**src/rtl/st_bus_frame_counter.sv**
```systemverilog
// 8-bit loadable ST-BUS frame counter: counts synchronised f0 falling edges.
// Define C4_QUAL_EN to count a frame only after c4 activity since the last one.
module st_bus_frame_counter (
  input  logic       clk,
  input  logic       reset,
  input  logic       f0,
  input  logic       c4,
  input  logic [7:0] wdata,
  input  logic       wr,
  output logic [7:0] data_cnt
);

  logic       f0_s1, f0_s2, f0_s3;
  logic [1:0] f0_vld;
  logic       f0_armed;
  logic       frame_ev;
  logic       count_ev;

  // Only arm once a real post-reset high level has reached f0_s2, so a
  // line held low across reset release never yields an edge.
  assign frame_ev = f0_s3 & ~f0_s2 & f0_armed;

  always_ff @(posedge clk) begin
    if (reset) begin
      f0_s1    <= 1'b1;
      f0_s2    <= 1'b1;
      f0_s3    <= 1'b1;
      f0_vld   <= 2'b00;
      f0_armed <= 1'b0;
    end else begin
      f0_s1    <= f0;
      f0_s2    <= f0_s1;
      f0_s3    <= f0_s2;
      f0_vld   <= {f0_vld[0], 1'b1};
      f0_armed <= f0_armed | (f0_vld[1] & f0_s2);
    end
  end

`ifdef C4_QUAL_EN
  logic c4_s1, c4_s2, c4_s3;
  logic c4_chg;
  logic c4_seen;

  assign c4_chg   = c4_s2 ^ c4_s3;
  assign count_ev = frame_ev & (c4_seen | c4_chg);

  always_ff @(posedge clk) begin
    if (reset) begin
      c4_s1   <= 1'b1;
      c4_s2   <= 1'b1;
      c4_s3   <= 1'b1;
      c4_seen <= 1'b0;
    end else begin
      c4_s1   <= c4;
      c4_s2   <= c4_s1;
      c4_s3   <= c4_s2;
      c4_seen <= count_ev ? c4_chg : (c4_seen | c4_chg);
    end
  end
`else
  logic unused_c4;

  assign unused_c4 = c4;
  assign count_ev  = frame_ev;
`endif

  always_ff @(posedge clk) begin
    if (reset) begin
      data_cnt <= 8'h00;
    end else if (wr) begin
      data_cnt <= wdata;
    end else if (count_ev) begin
      data_cnt <= data_cnt + 8'd1;
    end
  end

endmodule

```
**config.mk**
```make
export PLATFORM = sky130hd
export DESIGN_NAME = st_bus_frame_counter
export DESIGN_NICKNAME = d
export VERILOG_FILES = /design/src/rtl/st_bus_frame_counter.sv
export SDC_FILE = /design/constraint.sdc
export NUM_CORES = 1
export LEC_CHECK = 0
export ABC_AREA = 1
export BUFFER_PORTS_ARGS = -buffer_cell sky130_fd_sc_hd__buf_2
export CORE_AREA = 5 5 42 44
export CTS_BUF_LIST = sky130_fd_sc_hd__clkbuf_8
export CTS_CLUSTER_SIZE = 12
export DETAILED_ROUTE_END_ITERATION = 8
export DIE_AREA = 0 0 47 49
export PLACE_DENSITY = 0.79
export SLEW_MARGIN = 40
export SYNTH_ARGS = -nofsm -noshare
export SYNTH_HDL_FRONTEND = slang
export SYNTH_SLANG_ARGS = --single-unit
```
**constraint.sdc**
```tcl
create_clock -name clk -period 1.2 [get_ports clk]
set_input_delay 0.24 -clock clk [delete_from_list [all_inputs] [get_ports clk]]
set_output_delay 0.24 -clock clk [all_outputs]
set_load 0.01 [all_outputs]
```
==> flow_summary.yaml <==
cts:
  clk_path_buf_depth: 2
  clk_latency_ps: 250
  cts_sinks: 14
  cts_buffers: 3
  cts_htree_levels: 1
  cts_hold_buffers: 0
  clockRootBuffer: "clkbuf_8"
  cts_tree: "yes"
  clkTransAtPathRegs_ps: 60
floorplanning:
  dieArea_um2: 2300
  rows: 14
  die_w_um: 47
  initial_core_util: 0.462
  coreArea_um2: 1400
  die_h_um: 49
  ioPinCount: 21
setup_path:
  r2r-start: "data_cnt[1]"
  rr_endpoint: "data_cnt[4]"
  reg2reg_slack_ps: 90
  path_max_fanout: 3
  cp-start-kind: "register"
  cp-startpoint: "data_cnt[1]"
  reg2regPathDepth: 6
  crit_arrival_ps: 1260
  end_kind: "register"
  critical_path_class: "reg2reg"
  cp.required_ps: 1350
finish:
  syn_to_final_growth_pct: 32.7
  fin_area_um2: 858
  nNetsFinal: 128
  multi_input_area_um2: 334
  final_cell_mix: "buf_2, nand2_1, dfxtp_1"
  final_common_cell: "buf_2"
  fillCellCount: 122
  drive_gt1_frac: 0.372
  final-seq-area_um2: 284
  antenna_cells: 0
hold_path:
  hold_end: "f0_s1"
  holdCritPathClass: "in2reg"
  whs_path_depth: 2
  worstHoldStart: "f0"
grt:
  grt_pass1_vias: 628
  grt_pass1_wl_um: 2620
  grt_max_degree: 10
  grt_overflow: 0
  antenna_found_initial: 0
  track_usage: 0.157
pwr:
  clock_power_share: 0.408
  p_int_w: 0.000854
  seqPwrFrac: 0.459
  p_leak_nw: 0.393
  comb_power_share: 0.133
  p_sw_frac: 0.242
  pwr_density_cell_nw_per_um2: 1310
  vdd_ir_drop_max_mv: 0.886
  p_sw_w: 0.000273
synthesis:
  syn_inst: 86
  synth_fp_nets: 100
  avgSynthCellArea_um2: 7.52
  synth-seq-cells: 14
  synth_area_um2: 647
  yosys_warnings: 0
  yosysSeqAreaShare: 0.433
  yosysUniqueCellTypes: 21
timing:
  rsz0062_at_grt: "no"
  finalSetupViolations: 0
  period_share: 0.929
  tns_ps: 0
  hold_viol_final: 0
  relSlewSlack: 0.855
  finalClockSkew_ps: 4.01
  max_freq_ghz: 0.897
  tightest_slew_ps: 217
  report.final.slew_viol_count: 0
  min_period_ps: 1110
routing:
  via_count: 653
  firstDrtPassIters: 4
  wl_um: 1530
  route.detailed.drc: 0
  dr.first_iter.drc_count: 10
  routed_via_density: 5.06
  wl_per_cell_um: 11.9
  antenna_left: 0
flow_run:
  max_cap_violations: 0
place:
  gp_congestion: 0.845
  dp_hpwl_um: 1140
  numPortBuffers: 19
  placed_area_um2: 785
run_status:
  status: "completed"
[routing by layer]
metal,global-route usage,up-vias,part of all wire
met5,0,-,0
li1,-,338,-
met3,0.0590,7,0.073
met2,0.253,22,0.49
met1,0.177,286,0.41
met4,0.0691,0,0.022
[synthesized netlist by cell type]
master | number | area, µm²
o21ai_0 | 4 | 20.0
o21bai_1 | 2 | 15.0
a31oi_1 | 3 | 18.8
xnor2_1 | 1 | 8.76
a211oi_1 | 2 | 15.0
nand3_2 | 1 | 10.0
nand2_1 | 18 | 67.6
dfxtp_1 | 14 | 280
or2_2 | 2 | 12.5
inv_2 | 1 | 3.75
xor2_1 | 1 | 8.76
nor2_1 | 10 | 37.5
a21oi_1 | 2 | 10.0
a21oi_2 | 1 | 8.76
ha_1 | 1 | 12.5
o211ai_1 | 1 | 7.51
inv_1 | 8 | 30.0
nand3_1 | 10 | 50.1
inv_4 | 1 | 6.26
nor2_2 | 2 | 12.5
nand2_4 | 1 | 11.3
[how the worst max path moves through the flow]
| stage | to | cells after the start |
|---|---|---|
| after CTS | data_cnt[6] | 6 |
| after detailed placement | data_cnt[6] | 6 |
| after floorplan | data_cnt[4] | 6 |
| after global routing | data_cnt[4] | 6 |
| after global placement | data_cnt[4] | 6 |
| final | data_cnt[4] | 6 |
[critical path, stage by stage (launching register included)]
cell      delay, ps
dfxtp_1         340
ha_2            190
nand3_1         100
o211ai_1        190
nand3_1          90
nand2_1          60
inv_1            40
[metrics by stage]
step / total power (W) / cells / setup WS (ps) / util / hold WS [ps]
final: 0.00113 / 129 / 85.4 / 0.613 / 174
after global routing: 0.00120 / 129 / 8.30 / 0.613 / 177
after CTS: 0.00113 / 128 / 8.56 / 0.599 / 173
after detailed placement: 0.000671 / 124 / 19.5 / 0.560 / 401
after global placement: 0.000665 / 124 / 55.8 / 0.560 / 390
after floorplan: 0.000602 / 86 / 2.84 / - / 302
[final cells by class]
class / instances / area share
Clock buffer: 4 / 0.0641
Tap cell: 16 / 0.0233
Inverter: 10 / 0.0466
Sequential cell: 14 / 0.331
Multi-Input combinational cell: 62 / 0.389
Timing Repair Buffer: 23 / 0.146
[logic make-up (layout without fill, tap and decap cells)]
logic type | after synthesis | count (layout) | synth area share
buf+inv | 10 | 37 | 0.0619
compound gates | 15 | 15 | 0.147
simple gates | 44 | 44 | 0.311
fa+ha+maj | 1 | 1 | 0.0193
xor+xnor | 2 | 2 | 0.0271
flops | 14 | 14 | 0.433
[flip-flops by register name, summed over array words and instances (netlist names)]
name	cells
data_cnt	8
f0_s3	1
f0_s2	1
f0_s1	1
f0_armed	1
f0_vld	2
[repair_timing]
item                       in CTS  in global routing
setup endpoints to repair       0                  4
buffers inserted                0                  1
resized for setup               0                  6
[power groups by stage]
| stage | clock network, W | registers [W] | logic (W) |
|---|---|---|---|
| finish | 0.000460 | 0.000517 | 0.000150 |
| global route | 0.000511 | 0.000521 | 0.000170 |
| CTS | 0.000466 | 0.000515 | 0.000148 |
| detailed placement | 0 | 0.000525 | 0.000146 |
| global placement | 0 | 0.000523 | 0.000142 |
| floorplan | 0 | 0.000534 | 0.0000678 |
(Power assumes the default switching activity.)
